--- config.mk ---
export PLATFORM = sky130hd
export DESIGN_NAME = rv32i_mem_arbiter
export DESIGN_NICKNAME = d
export VERILOG_FILES = /design/src/rtl/rv32i_mem_arbiter.sv
export SDC_FILE = /design/constraint.sdc
export NUM_CORES = 1
export LEC_CHECK = 0
export BUFFER_PORTS_ARGS = -buffer_cell sky130_fd_sc_hd__buf_2
export CAP_MARGIN = 20
export CORE_AREA = 4 4 96 98
export CTS_CLUSTER_SIZE = 40
export DETAILED_ROUTE_END_ITERATION = 12
export DIE_AREA = 0 0 100 102
export PLACE_DENSITY_LB_ADDON = 0.12
export SYNTH_ARGS = -nofsm -noshare
export SYNTH_HDL_FRONTEND = slang
export SYNTH_SLANG_ARGS = --single-unit
export TNS_END_PERCENT = 100
--- constraint.sdc ---
create_clock -name clk -period 3.7 [get_ports clk]
set_input_delay 0.555 -clock clk [delete_from_list [all_inputs] [get_ports clk]]
set_output_delay 0.555 -clock clk [all_outputs]
set_load 0.01 [all_outputs]
--- src/rtl/rv32i_mem_arbiter.sv ---
// Arbitrates one single-port SRAM between the fetch (I) and data (D) ports of an rv32i core.
// Optional stall counters are compiled in with RV32I_ARB_PERF_EN.
module rv32i_mem_arbiter #(
  parameter int unsigned ADDR_W   = 12,
  parameter int unsigned MAX_WAIT = 4
) (
  input  logic              clk,
  input  logic              rst,
  input  logic              i_req,
  input  logic [31:0]       i_addr,
  output logic              i_ready,
  output logic              i_rvalid,
  output logic [31:0]       i_rdata,
  input  logic              d_req,
  input  logic [31:0]       d_addr,
  input  logic [3:0]        d_we,
  input  logic [31:0]       d_wdata,
  output logic              d_ready,
  output logic              d_rvalid,
  output logic [31:0]       d_rdata,
  output logic              mem_en,
  output logic [3:0]        mem_we,
  output logic [ADDR_W-1:0] mem_addr,
  output logic [31:0]       mem_wdata,
  input  logic [31:0]       mem_rdata
`ifdef RV32I_ARB_PERF_EN
  ,
  output logic [31:0]       perf_i_stall,
  output logic [31:0]       perf_d_stall
`endif
);

  typedef enum logic [1:0] {
    IDLE = 2'd0,
    RD_I = 2'd1,
    RD_D = 2'd2
  } rsp_state_e;

  localparam logic [3:0] MaxWait = 4'(MAX_WAIT);

  rsp_state_e        state_q, state_d;
  logic [3:0]        wait_cnt_q, wait_cnt_d;
  logic [ADDR_W-1:0] addr_q, addr_d;
  logic              force_i;
  logic              grant_i;
  logic              grant_d;

  // Byte-offset bits and bits above the SRAM depth are ignored (address wraps).
  logic unused_addr_bits;
  assign unused_addr_bits = ^{i_addr[31:ADDR_W+2], i_addr[1:0],
                              d_addr[31:ADDR_W+2], d_addr[1:0]};

  always_comb begin
    force_i = i_req && (wait_cnt_q >= MaxWait);
    grant_d = !rst && d_req && !force_i;
    grant_i = !rst && i_req && !grant_d;
  end

  always_comb begin
    addr_d = addr_q;
    if (grant_d) begin
      addr_d = d_addr[ADDR_W+1:2];
    end else if (grant_i) begin
      addr_d = i_addr[ADDR_W+1:2];
    end
  end

  assign i_ready   = grant_i;
  assign d_ready   = grant_d;
  assign mem_en    = grant_i || grant_d;
  assign mem_we    = grant_d ? d_we : '0;
  assign mem_addr  = addr_d;
  assign mem_wdata = d_wdata;

  always_comb begin
    wait_cnt_d = wait_cnt_q;
    if (!i_req || grant_i) begin
      wait_cnt_d = '0;
    end else if (wait_cnt_q != 4'hF) begin
      wait_cnt_d = wait_cnt_q + 4'd1;
    end
  end

  always_ff @(posedge clk) begin
    if (rst) begin
      wait_cnt_q <= '0;
      addr_q     <= '0;
    end else begin
      wait_cnt_q <= wait_cnt_d;
      addr_q     <= addr_d;
    end
  end

  // Response FSM: state register
  always_ff @(posedge clk) begin
    if (rst) begin
      state_q <= IDLE;
    end else begin
      state_q <= state_d;
    end
  end

  // Response FSM: next state
  always_comb begin
    state_d = IDLE;
    if (grant_i) begin
      state_d = RD_I;
    end else if (grant_d && (d_we == 4'd0)) begin
      state_d = RD_D;
    end
  end

  // Response FSM: outputs. Gating with rst kills a response already in flight
  // in the same cycle the reset is sampled.
  always_comb begin
    i_rvalid = 1'b0;
    i_rdata  = '0;
    d_rvalid = 1'b0;
    d_rdata  = '0;
    if (!rst) begin
      case (state_q)
        RD_I: begin
          i_rvalid = 1'b1;
          i_rdata  = mem_rdata;
        end
        RD_D: begin
          d_rvalid = 1'b1;
          d_rdata  = mem_rdata;
        end
        default: ;
      endcase
    end
  end

`ifdef RV32I_ARB_PERF_EN
  logic [31:0] perf_i_stall_q;
  logic [31:0] perf_d_stall_q;

  always_ff @(posedge clk) begin
    if (rst) begin
      perf_i_stall_q <= '0;
      perf_d_stall_q <= '0;
    end else begin
      if (i_req && !grant_i) perf_i_stall_q <= perf_i_stall_q + 32'd1;
      if (d_req && !grant_d) perf_d_stall_q <= perf_d_stall_q + 32'd1;
    end
  end

  assign perf_i_stall = perf_i_stall_q;
  assign perf_d_stall = perf_d_stall_q;
`endif

endmodule

==> impl_metrics.toml <==
[placement]
placed_cells = 434
numPortBuffers = 148
dp_hpwl_mm = 4.82
gp_congestion = 0.695

[yosys]
synth_top_family_by_area = "simple AND/OR/NAND/NOR gates"
syn_nets = 360
yosysTopAreaCell = "and2_1"
synth_ff_type = "dfxtp_1"
syn_area_mm2 = 0.00171
yosys.area_share.simple_pct = 41.0
synthMuxAreaShare_pct = 5.34
synthTopCellsByCount = "64 x and2_1, 36 x buf_4, 21 x nand2_1"
yosysWarningCount = 0
synth-adder-area-share_pct = 0.732
synth.avg_cell_area_um2 = 7.67
seq_area_frac_synth_pct = 21.1
ys_ff_latch = 18
async_reset_ff_share_pct = 0
synthXorXnorAreaFrac_pct = 0.512
synth_edf_count = 0
synth.distinct_cells = 35
synth_area_leaders = "and2_1 23%, dfxtp_1 21%, buf_4 16%"
yosysMostFrequentCell = "and2_1"
synth-compound-area-share_pct = 11.9
yosysTopAreaCellShare_pct = 23.4
synth_cells = 223

[setup_path]
crit_path_top_delay_cell = "nor2b_1"
worstPathRequired_ns = 3.14
cp.arrival_ns = 2.12
start_kind = "primary input"
crit_type = "in2out"
crit_buf_inv = 2
worst_path_most_repeated_cell = "buf_2"
max_stage_delay_ns = 0.61
worstSetupEndpointType = "output pin"
critPathTopFamily = "simple AND/OR/NAND/NOR gates"
crit_chain = "buf_2 > nor2b_1 > nand2_4 > a31oi_1 > buf_2"
critPathMaxFanout = 20

[pwr]
leakagePower_nw = 1.33
combPwrFrac_pct = 28.8
ir_drop_uv = 120
switching_share_pct = 30.0
clkPwrFrac_pct = 31.3
p_seq_share_pct = 39.8
p_per_area_mw_per_mm2 = 227
p_int_uw = 371
p_sw_uw = 159

[die]
io_pins = 253
fp-row-count = 34
start_util_pct = 20.2
die-area_mm2 = 0.0102
die_w_um = 100
core_mm2 = 0.00847
die_y_um = 102

[timing]
tightest_slew_ns = 0.703
period_needed_ns = 2.67
skew_ns = 0.00582
rsz0062_at_grt = "false"
setup_viol = 0
setup_tns_ns = 0
slew_viol_final = 0
slew-limit-headroom_pct = 53.0
hold_viol_final = 0
fmax_ghz = 0.374
period_share_pct = 72.2

[finish]
drive_gt1_share_pct = 50.6
fin_cells = 438
fillers = 966
n_antenna_cell = 0
nets = 468
synthToLayoutAreaGrowth_pct = 36.4

[detailed_routing]
via_per_inst = 4.20
dr.first_iter.drc_count = 15
dr_wl_met2_mm = 2.99
wl_met3_um = 726
detail-route-antenna-nets = 0
first_pass_iters = 4
wl_per_cell_um = 13.9
wl_met1_mm = 2.32
drc = 0
highest_layer = "met4"
routed_wl_mm = 6.07
vias = 1839

[global_routing]
grt_pass1_vias = 1629
grt.total_usage_pct = 10.2
grt_max_degree = 34
antenna_found_initial = 0
overflow = 0
grt_pass1_wl_mm = 8.36

[clock_tree]
cts_tree = "done"
tritoncts.num_buffers = 3
clock_path_buffers = 2
clkLatencyLatePin_ns = 0.26
htreeDepth = 1
root_buffer = "clkbuf_8"
cts.sinks = 18
cts_hold_buffers = 0
cts_resized = 0
path_clk_slew_ns = 0.07
post-cts-setup-buffers = 0

[worst_hold_path]
hp-class = "in2reg"

[status]
status = "finished, final reports clean"

[run]
timing.max_cap.violations = 0
cell type report:
type | count | area [µm²] | area share [%]
Clock buffer | 4 | 55.1 | 2.36
Inverter | 2 | 7.51 | 0.322
Multi-Input combinational cell | 156 | 1020 | 43.7
Sequential cell | 18 | 360 | 15.4
Tap cell | 108 | 135 | 5.79
Timing Repair Buffer | 150 | 756 | 32.4
path summary, 6_finish.rpt:
check	start	end	slack, ns	cells past startpoint
worst max-delay path	rst	mem_addr[8]	1.03	5
worst min-delay path	d_we[3]	state_q[1]	0.47	2
worst max register to register	wait_cnt_q[3]	addr_q[0]	2.39	3
worst min register to register	addr_q[4]	addr_q[4]	0.52	2
flip-flops by register name, indices dropped and copies added (netlist names):
signal and flops:
state_q 2, addr_q 12, wait_cnt_q 4
cell usage in the layout (no fill, tap or decap), drive strengths merged, types with 5 or more instances in the layout:
cell type / count
buf: 150
and2: 66
mux2i: 8
nand2: 22
nand3: 5
and3: 6
a211oi: 8
nor3: 9
dfxtp: 18
a31oi: 8
through the flow:
step	hold WS [ns]	power, mW	setup slack [ns]	instance area [µm²]	util (%)
4_1_cts	0.463	0.541	0.928	2330	27.6
2_1_floorplan	0.484	0.332	1.75	1710	-
6_report	0.470	0.530	1.03	2330	27.6
3_5_place_dp	0.508	0.371	0.927	2280	26.9
3_3_place_gp	0.496	0.370	0.950	2280	26.9
5_1_grt	0.466	0.563	0.834	2330	27.6
power by group through the flow:
stage          registers, mW  clock network, mW  logic (mW)
3_5_place_dp           0.216                  0       0.155
5_1_grt                0.212              0.182       0.169
4_1_cts                0.211              0.173       0.156
6_report               0.211              0.166       0.153
3_3_place_gp           0.216                  0       0.155
2_1_floorplan          0.214                  0       0.118
worst reg2reg max path, stage by stage (launching register included):
cell and delay [ns]:
dfxtp_1 0.37, or3b_4 0.46, a32oi_1 0.26, a21oi_1 0.10
routing by layer:
| layer | global-route usage, % | vias up |
|---|---|---|
| met4 | 2.49 | 0 |
| met1 | 11.3 | 798 |
| met3 | 2.87 | 4 |
| met2 | 19.1 | 110 |
| li1 | - | 927 |
| met5 | 0 | - |
cells by family (layout without fill, tap and decap cells):
group | after synthesis | in the layout
AO/OA/AOI/OAI | 27 | 27
XOR/XNOR | 1 | 1
adder cells (fa/ha/maj) | 1 | 1
buffers and inverters | 49 | 156
flip-flops | 18 | 18
multiplexers | 9 | 9
other | 1 | 1
AND/OR/NAND/NOR | 117 | 117
Note: power is estimated with default switching activity, not from simulation.
